**config.mk**
```make
export PLATFORM = sky130hd
export DESIGN_NAME = operand_queue
export DESIGN_NICKNAME = d
export VERILOG_FILES = /design/src/rtl/operand_queue.sv
export SDC_FILE = /design/constraint.sdc
export NUM_CORES = 1
export LEC_CHECK = 0
export ABC_AREA = 1
export BUFFER_PORTS_ARGS = -buffer_cell sky130_fd_sc_hd__buf_2
export CAP_MARGIN = 20
export CELL_PAD_IN_SITES_DETAIL_PLACEMENT = 1
export CELL_PAD_IN_SITES_GLOBAL_PLACEMENT = 1
export CORE_ASPECT_RATIO = 0.5
export CORE_MARGIN = 5
export CORE_UTILIZATION = 36
export CTS_CLUSTER_SIZE = 8
export DETAILED_ROUTE_END_ITERATION = 8
export PLACE_DENSITY_LB_ADDON = 0.1
export SYNTH_ARGS = -nofsm -noshare
export SYNTH_HDL_FRONTEND = slang
export SYNTH_SLANG_ARGS = --single-unit
```
**constraint.sdc**
```tcl
create_clock -name clk -period 2.06 [get_ports clk]
set_input_delay 0.206 -clock clk [delete_from_list [all_inputs] [get_ports clk]]
set_output_delay 0.206 -clock clk [all_outputs]
set_load 0.05 [all_outputs]
```
**src/rtl/operand_queue.sv**
```systemverilog
// Operand collector: put appends to the next free slot, op clears; acts once per distinct PC.
// Optional OPERAND_QUEUE_SHIFT_EN: a put while full shifts out the oldest slot instead of dropping.
module operand_queue #(
    parameter int WIDTH    = 8,
    parameter int DEPTH    = 3,
    parameter int PC_WIDTH = 12
) (
    input  logic                       clk,
    input  logic                       rst_n,
    input  logic                       put_en,
    input  logic                       op_en,
    input  logic [WIDTH-1:0]           value,
    input  logic [PC_WIDTH-1:0]        prog_ctr,
    output logic [DEPTH*WIDTH-1:0]     operands,
    output logic [DEPTH-1:0]           valid,
    output logic [$clog2(DEPTH+1)-1:0] count,
    output logic                       full,
    output logic                       empty,
    output logic                       overflow
);
    localparam int CW = $clog2(DEPTH+1);

    logic [WIDTH-1:0]    slot_reg  [DEPTH];
    logic [WIDTH-1:0]    slot_next [DEPTH];
    logic [CW-1:0]       count_reg, count_next;
    logic                overflow_reg, overflow_next;
    logic [PC_WIDTH-1:0] last_pc_reg;
    logic                pc_seen_reg;
    logic                pc_event;
    logic                full_now;

    // A multi-cycle instruction holds its PC, so only a PC change (or the first edge) acts.
    assign pc_event = !pc_seen_reg || (prog_ctr != last_pc_reg);
    assign full_now = (count_reg == CW'(DEPTH));

    always_comb begin
        slot_next     = slot_reg;
        count_next    = count_reg;
        overflow_next = overflow_reg;
        if (pc_event) begin
            if (put_en && op_en) begin
                slot_next[0]  = value;
                count_next    = CW'(1);
                overflow_next = 1'b0;
            end else if (op_en) begin
                count_next    = '0;
                overflow_next = 1'b0;
            end else if (put_en) begin
                if (!full_now) begin
                    for (int i = 0; i < DEPTH; i++) begin
                        if (count_reg == CW'(i)) begin
                            slot_next[i] = value;
                        end
                    end
                    count_next = count_reg + CW'(1);
                end else begin
                    overflow_next = 1'b1;
`ifdef OPERAND_QUEUE_SHIFT_EN
                    for (int i = 0; i < DEPTH-1; i++) begin
                        slot_next[i] = slot_reg[i+1];
                    end
                    slot_next[DEPTH-1] = value;
`endif
                end
            end
        end
    end

    always_ff @(posedge clk) begin
        if (!rst_n) begin
            for (int i = 0; i < DEPTH; i++) begin
                slot_reg[i] <= '0;
            end
            count_reg    <= '0;
            overflow_reg <= 1'b0;
            last_pc_reg  <= '0;
            pc_seen_reg  <= 1'b0;
        end else begin
            slot_reg     <= slot_next;
            count_reg    <= count_next;
            overflow_reg <= overflow_next;
            if (pc_event) begin
                last_pc_reg <= prog_ctr;
                pc_seen_reg <= 1'b1;
            end
        end
    end

    genvar gi;
    generate
        for (gi = 0; gi < DEPTH; gi++) begin : g_slot
            assign operands[gi*WIDTH +: WIDTH] = slot_reg[gi];
            assign valid[gi]                   = (count_reg > CW'(gi));
        end
    endgenerate

    assign count    = count_reg;
    assign full     = full_now;
    assign empty    = (count_reg == '0);
    assign overflow = overflow_reg;
endmodule

```
* After elaboration in Yosys (flattened, before gate mapping) *
Cells that the tools add are included.

cells by class
  $add $sub $neg = 1
  multiplexer cells = 15
  bitwise gates (word level) = 3
  reduce and logical (&&, ||, !) cells = 13
  order comparisons = 3
  eq/ne operators = 7

operators with widths
  operator               number
  $mux W24               3
  $mux W8                4
  $ne A12 B12 Y1         1
  $reduce_and A6 Y1      2
  $mux W2                4
  $reduce_and A3 Y1      2
  $reduce_bool A3 Y1     2
  $reduce_and A5 Y1      1
  $eq A2 B2 Y1 const B   2
  $gt A2 B1 Y1 const B   2
  $mux W1                4
  $ne A2 B1 Y1 const B   2
  $reduce_bool A2 Y1     2
  $ne A3 B2 Y1 const B   1
  $not A1 Y1             3
  $add A2 B1 Y2 const B  1
  $eq A2 B1 Y1 const B   1
  $gt A2 B2 Y1 const B   1
  $logic_not A2 Y1       1
  $logic_and A1 B1 Y1    1
  $logic_not A1 Y1       1
  $logic_or A1 B1 Y1     1

word-level totals
  flip-flop bits (word level) = 40
  word-level logic and storage cells = 49
  input port bits = 24
  output and inout port bits = 32

* Depth between registers and ports, before layout *
Gate-level depths: netlist (run 1).

  word-level depth = 6
  depth in mapped cells = 12

* Worst setup path before layout (run 1) *
OpenSTA, ideal clock, no wires.

  kind = register to register
  start point = reg count_reg[1] (netlist: count[1])
  end point = reg slot_reg (netlist bit operands[0])
  path slack = -0.323 ns
  stages on the path, launching flop included = 9
  required time = 1.946 ns
  data arrival time = 2.270 ns
  library setup time = 0.114 ns
  period minus slack after synthesis = 2.383 ns
  path through = dfxtp_1 inv_1 ha_1 inv_1 o31ai_4 nand2_4 buf_8 a21oi_1 nor2_1

between the ends
  longest elaborated chain between the ends = 3
  elaborated cells on any way between the ends = 5
  classes of those cells = eq/ne: 2; reduce/logical: 3

RTL lines
  item                          line  text
  start: declaration            25    logic [CW-1:0] count_reg, count_next;
  start signal: assignment      80    count_reg <= count_next;
  $logic_not A2 Y1              -
  via empty                     18    output logic empty,
  $reduce_bool A2 Y1 (no line)  -
  $reduce_and A5 Y1 (no line)   -
  end signal: assignment        79    slot_reg <= slot_next;
  end: declaration              23    logic [WIDTH-1:0] slot_reg [DEPTH];

The timed path passes the listed nets, and every way through them passes these cells.
A chain may end at the register's enable or synchronous reset.

* Worst setup path after layout (run 1) *
  start point = reg count_reg[0] (netlist: count[0])
  end point = reg slot_reg (netlist bit operands[0])

between the ends
  longest elaborated chain between the ends = 3
  elaborated cells on any way between the ends = 5
  classes of those cells = eq/ne: 2; reduce/logical: 3

RTL lines
  item                                                          line
  $eq A2 B2 Y1 or $logic_not A2 Y1 (tied branches)              34, 51
  $ne A2 B1 Y1 (no line) or $reduce_bool A2 Y1 (tied branches)  -
  $reduce_and A5 Y1 (no line) *                                 -

Every way passes the cells marked *; elsewhere a longest branch is shown, timed or not.

==> impl_metrics.yaml, run 1 <==
sta:
  fin_crit_ns: 1.65
  fmaxAchievable_mhz: 608
  hold_violations: 0
  fin_ws_ns: 0.414
  relSlewSlack_pct: 69.1
  worst_slew_pin_slew_ns: 0.462
  rsz0062_at_grt: "false"
  period_share_pct: 79.9
  final-max-slew-violation-count: 0
  setup_violations: 0
  skew_ns: 0.00508
  setup_tns_ns: 0
grt:
  grt_pass1_vias: 2070
  grt_first_pass_wirelength_um: 9500
  grt_usage_pct: 15.2
  overflow: 0
  antenna_found_initial: 0
  grt_max_degree: 29
critical_path:
  critPathMaxFanout: 12
  worst_setup_path_start_kind: "register"
  cp.required_ns: 2.23
  end_kind: "register"
  arrival_ns: 1.82
  path_class: "register to register"
power:
  combPwrFrac_pct: 17.7
  power_frac_seq_pct: 42.5
  internal_power_mw: 1.39
  clock_power_share_pct: 39.9
  p_leak_nw: 1.44
  vdd_drop_max_v: 0.000329
  switching_share_pct: 28.8
  power_switching_uw: 561
  powerDensity_nw_per_um2: 757
routing:
  via_per_inst: 4.43
  postRouteAntennaNets: 0
  drc_errors: 0
  drtIter0Drc: 84
  drtPass1Iterations: 3
  routed_wl_um: 5360
  vias: 1951
  post_drt_wl_per_cell_um: 12.2
placed_design:
  pre_cts_ws_ns: 0.465
  dp_hpwl_um: 4290
  place_congestion: 0.776
  numPortBuffers: 55
synthesis:
  ys_types: 26
  ys_seq_area_share_pct: 38.1
  synthCells: 313
  synth-seq-cells: 40
  synth_area_um2: 2100
  synth_nets: 341
  synth_area_per_cell_um2: 6.71
  synth_warnings: 0
run:
  drv_cap: 0
cts:
  cts_hold_buf: 0
  cts.path.max_buffers: 2
  cts_sinks: 40
  htreeDepth: 2
  ctsResizeCount: 0
  clk_pin_slew_worst_paths_ns: 0.06
  cts_root_buf: "clkbuf_16"
  clock_latency_ns: 0.28
  cts_tree: "built"
  numCtsBuffers: 5
  cts_setup_buffers: 0
cells_and_area:
  largest_reg_flops: 24
  num_antenna_cells: 0
  area_growth_syn_to_layout_pct: 22.6
  fin_nets: 394
  nFillCells: 744
  drive_above_1_share_pct: 24.3
floorplanning:
  initial_core_util_pct: 37.8
  io_pins: 56
  row_count: 19
  fp.dieH_um: 64.0
  core-area_um2: 5560
  fp.dieW_um: 118
  die-area_um2: 7560
worst_hold_path:
  hold_class: "input port to register"
run_status:
  status: "complete, no violations"
[worst paths after layout]
path | from | to | slack, ns | cells after the start
max | count[0] | operands[0] | 0.41 | 7
min | prog_ctr[10] | last_pc_reg[10] | 0.14 | 3
max reg2reg | count[0] | operands[0] | 0.41 | 7
min reg2reg | overflow | overflow | 0.46 | 2
[metrics by stage]
step | util [%] | instances | power, mW | hold WS (ns) | cell area, um^2
global route | 46.3 | 440 | 2.06 | 0.141 | 2580
finish | 46.3 | 440 | 1.95 | 0.136 | 2580
global placement | 43.6 | 432 | 1.18 | 0.408 | 2430
floorplan | - | 313 | 1.10 | 0.299 | 2120
detailed placement | 43.6 | 432 | 1.19 | 0.421 | 2430
CTS | 46.3 | 440 | 1.98 | 0.134 | 2580
[kinds of logic (layout without fill, tap and decap cells)]
family	after synthesis	after routing	share of synthesized area [%]
xor gates and xnor gates	2	2	0.834
DFF	40	40	38.1
and+or+nand+nor	159	159	36.2
buffers and inverters	93	147	18.1
AOI/OAI and AO/OA	15	15	4.35
adders and majority gates	4	4	2.38
[routing by layer]
layer  share of wire (%)  wire, um  vias to the layer above  global-route usage [%]
li1                    -         -                     1020                       -
met1                  46      2440                      891                    18.7
met2                  48      2590                       36                    26.1
met3                 5.5       294                        4                    4.93
met4                0.56        30                        0                    3.58
met5                   0         0                        -                       0
[power by group through the flow]
| stage | Clock (mW) | Combinational, mW | Sequential, mW |
|---|---|---|---|
| global placement | 0 | 0.337 | 0.843 |
| finish | 0.777 | 0.344 | 0.828 |
| detailed placement | 0 | 0.345 | 0.846 |
| CTS | 0.805 | 0.349 | 0.829 |
| global route | 0.841 | 0.385 | 0.832 |
| floorplan | 0 | 0.190 | 0.913 |
[layout make-up]
class                           instances  area, um^2  share of cell area [%]
Clock buffer                            6         139                    5.39
Clock inverter                          2        10.0                   0.389
Inverter                               83         315                    12.2
Multi-Input combinational cell        180         935                    36.3
Sequential cell                        40         803                    31.2
Tap cell                               73        91.3                    3.55
Timing Repair Buffer                   56         283                    11.0
[cells in the mapped netlist (all sizes together)]
library cell | count | share of area, %
nand3b | 1 | 0.36
nand4 | 16 | 4.8
inv | 83 | 15
nor3b | 2 | 1.8
a21oi | 11 | 2.6
o31ai | 1 | 1.0
clkbuf | 4 | 0.71
buf | 6 | 2.6
dfxtp | 40 | 38
nand3 | 8 | 3.1
xnor2 | 2 | 0.83
nor2 | 37 | 7.8
nand2 | 93 | 18
nor3 | 2 | 0.48
ha | 4 | 2.4
o21ai | 3 | 0.71
[placed cells by master, fill, tap and decap left out]
cell / instances
nand2_1: 86
inv_1: 80
buf_2: 55
dfxtp_1: 38
nor2_1: 31
nand4_1: 16
a21oi_1: 11
nand3_1: 6
nand2_2: 5
clkbuf_16: 5
nor2_2: 4
o21ai_0: 3
nor2_4: 2
xnor2_1: 2
nand2_4: 2
inv_2: 2
nor3_1: 2
nor3b_4: 2
nand3_4: 2
ha_1: 2
clkinv_2: 2
dfxtp_2: 2
clkinvlp_4: 1
o31ai_4: 1
nand3b_1: 1
ha_4: 1
ha_2: 1
clkbuf_8: 1
buf_4: 1
[worst max-delay path, stage by stage (launching register included)]
cell        delay (ns)
dfxtp_2           0.35
inv_1             0.12
ha_4              0.16
clkinvlp_4        0.09
o31ai_4           0.37
nand2_4           0.18
a21oi_1           0.21
nor2_1            0.06
(Power assumes the default switching activity.)
==> run 2, diff against run 1 <==
Settings changed: CORE_UTILIZATION 36 to 33.
Clock period 2.06 ns to 1.3 ns, I/O delays scaled along.
==> run 2 against run 1 <==
  * The flow now finishes with violations (negative setup slack)
  * Utilization grew 3.7 points
  * Wire length grew 17%
  * Clock power grew 60%
  * Worst setup slack lost 0.61 ns
  * Critical path depth grew 1
  * Power grew 66%
  * Non-clock buffer count grew 23
  * Final area grew 19%
  * Largest power group unchanged
==> impl_metrics.yaml, run 2 (synthesis results as in run 1) <==
run_status:
  status: "finished, violations left"
  violations: "negative setup slack"
worst_hold_path:
  worstHoldEndpoint: "last_pc_reg[11]"
  whs_path_depth: 3
  min-delay-start: "prog_ctr[11]"
  hold_class: "input port to register"
routing:
  drc_errors: 0
  via_per_inst: 4.44
  vias: 2131
  postRouteAntennaNets: 0
  drtIter0Drc: 83
  post_drt_wl_per_cell_um: 13.1
  routed_wl_um: 6270
  drtPass1Iterations: 4
sta:
  period_share_pct: 115
  skew_ns: 0.00456
  fin_ws_ns: -0.193
  setup_tns_ns: -4.06
  setup_violations: 31
  final-max-slew-violation-count: 0
  hold_violations: 0
  holdWs_ns: 0.0394
  worst_slew_pin_slew_ns: 0.384
  fmaxAchievable_mhz: 670
  rsz0062_at_grt: "true"
  relSlewSlack_pct: 74.1
  fin_crit_ns: 1.49
critical_path:
  worst_setup_path_start_kind: "register"
  critPathTopFamily: "simple AND/OR/NAND/NOR gates"
  arrival_ns: 1.72
  cp_cell_sequence: "inv_6 -> ha_4 -> clkinvlp_4 -> o31ai_4 -> nand2_8 -> nand2_1 -> nand2_1 -> nor2_1"
  worstRegToRegCells: 8
  path_class: "register to register"
  cpMostUsedCell: "nand2_1"
  r2r-start: "count[1]"
  crit_buf_inv: 2
  slowest_stage: "dfxtp_4"
  critPathMaxFanout: 12
  end_kind: "register"
  worst-r2r-setup-slack_ns: -0.19
  cp.required_ns: 1.53
  worstReg2RegEnd: "operands[5]"
  max_stage_delay_ns: 0.37
placed_design:
  numPortBuffers: 55
  postPlaceCellArea_um2: 2620
  place_congestion: 0.768
  dp.cells: 462
  pre_cts_ws_ns: -0.233
  dp_hpwl_um: 4410
cells_and_area:
  largest_reg_flops: 24
  drive_above_1_share_pct: 36.7
  fin_area_um2: 3060
  layout_commonest_cell: "nand2_1"
  num_antenna_cells: 0
  fin_util_pct: 50.0
  area_growth_syn_to_layout_pct: 45.9
  fin_nets: 419
  final_cell_mix: "nand2_1, inv_1, buf_2"
  instances_no_fill: 480
grt:
  grt_first_pass_wirelength_um: 10600
  grt_max_degree: 24
  grt_pass1_vias: 2331
  overflow: 0
  antenna_found_initial: 0
  grt_usage_pct: 16.6
power:
  vdd_drop_max_v: 0.000534
  p_leak_nw: 1.59
  powerDensity_nw_per_um2: 1060
  finalPower_mw: 3.24
floorplanning:
  core-area_um2: 6130
  row_count: 20
  io_pins: 56
  fp.dieW_um: 123
  initial_core_util_pct: 34.3
  fp.dieH_um: 66.4
  die-area_um2: 8160
cts:
  cts_hold_buf: 0
  numCtsBuffers: 5
  cts_tree: "built"
  cts.path.max_buffers: 2
  cts_root_buf: "clkbuf_16"
  cts_sinks: 40
  htreeDepth: 2
  clock_latency_ns: 0.29
  clk_pin_slew_worst_paths_ns: 0.06
run:
  drv_cap: 0
[run 2: power by group]
part | switching, mW | internal (mW) | total [mW]
Combinational | 0.438 | 0.255 | 0.693
Clock | 0.529 | 0.708 | 1.24
Sequential | 0.0337 | 1.28 | 1.31
[run 2: repair_timing]
item / 4_1_cts / 5_1_grt
setup buffers: 7 / 3
gates resized for setup: 31 / 32
gates cloned: 2 / 1
pin swaps: 10 / 19
setup endpoints to repair: 31 / 32
[run 2: cell type report]
cell class | instances | area (um^2)
sequential | 40 | 815
fill | 793 | 3070
clock buffer | 5 | 125
inverter | 83 | 323
multi-input combinational | 182 | 1090
clock inverter | 3 | 18.8
timing repair buffer | 79 | 583
tap | 88 | 110
[run 2: how the worst max path moves through the flow]
stage	startpoint	end	slack, ns	cells past startpoint
after floorplan	count[1]	operands[0]	-0.60	9
after global placement	last_pc_reg[3]	operands[3]	-0.15	11
after detailed placement	last_pc_reg[3]	count[1]	-0.23	11
after CTS	count[1]	operands[0]	-0.19	8
after global routing	count[1]	operands[3]	-0.32	8
final	count[1]	operands[5]	-0.19	8
[run 2: layer usage]
layer  share of wire [%]  global-route usage, %
met1                  45                   19.8
met2                  51                   30.7
met3                 3.3                   3.59
met4                0.80                   3.77
met5                   0                      0
[run 2: worst min-delay path, cell delays in order]
cell and delay (ns):
buf_2 0.08, nand2_1 0.04, inv_1 0.04
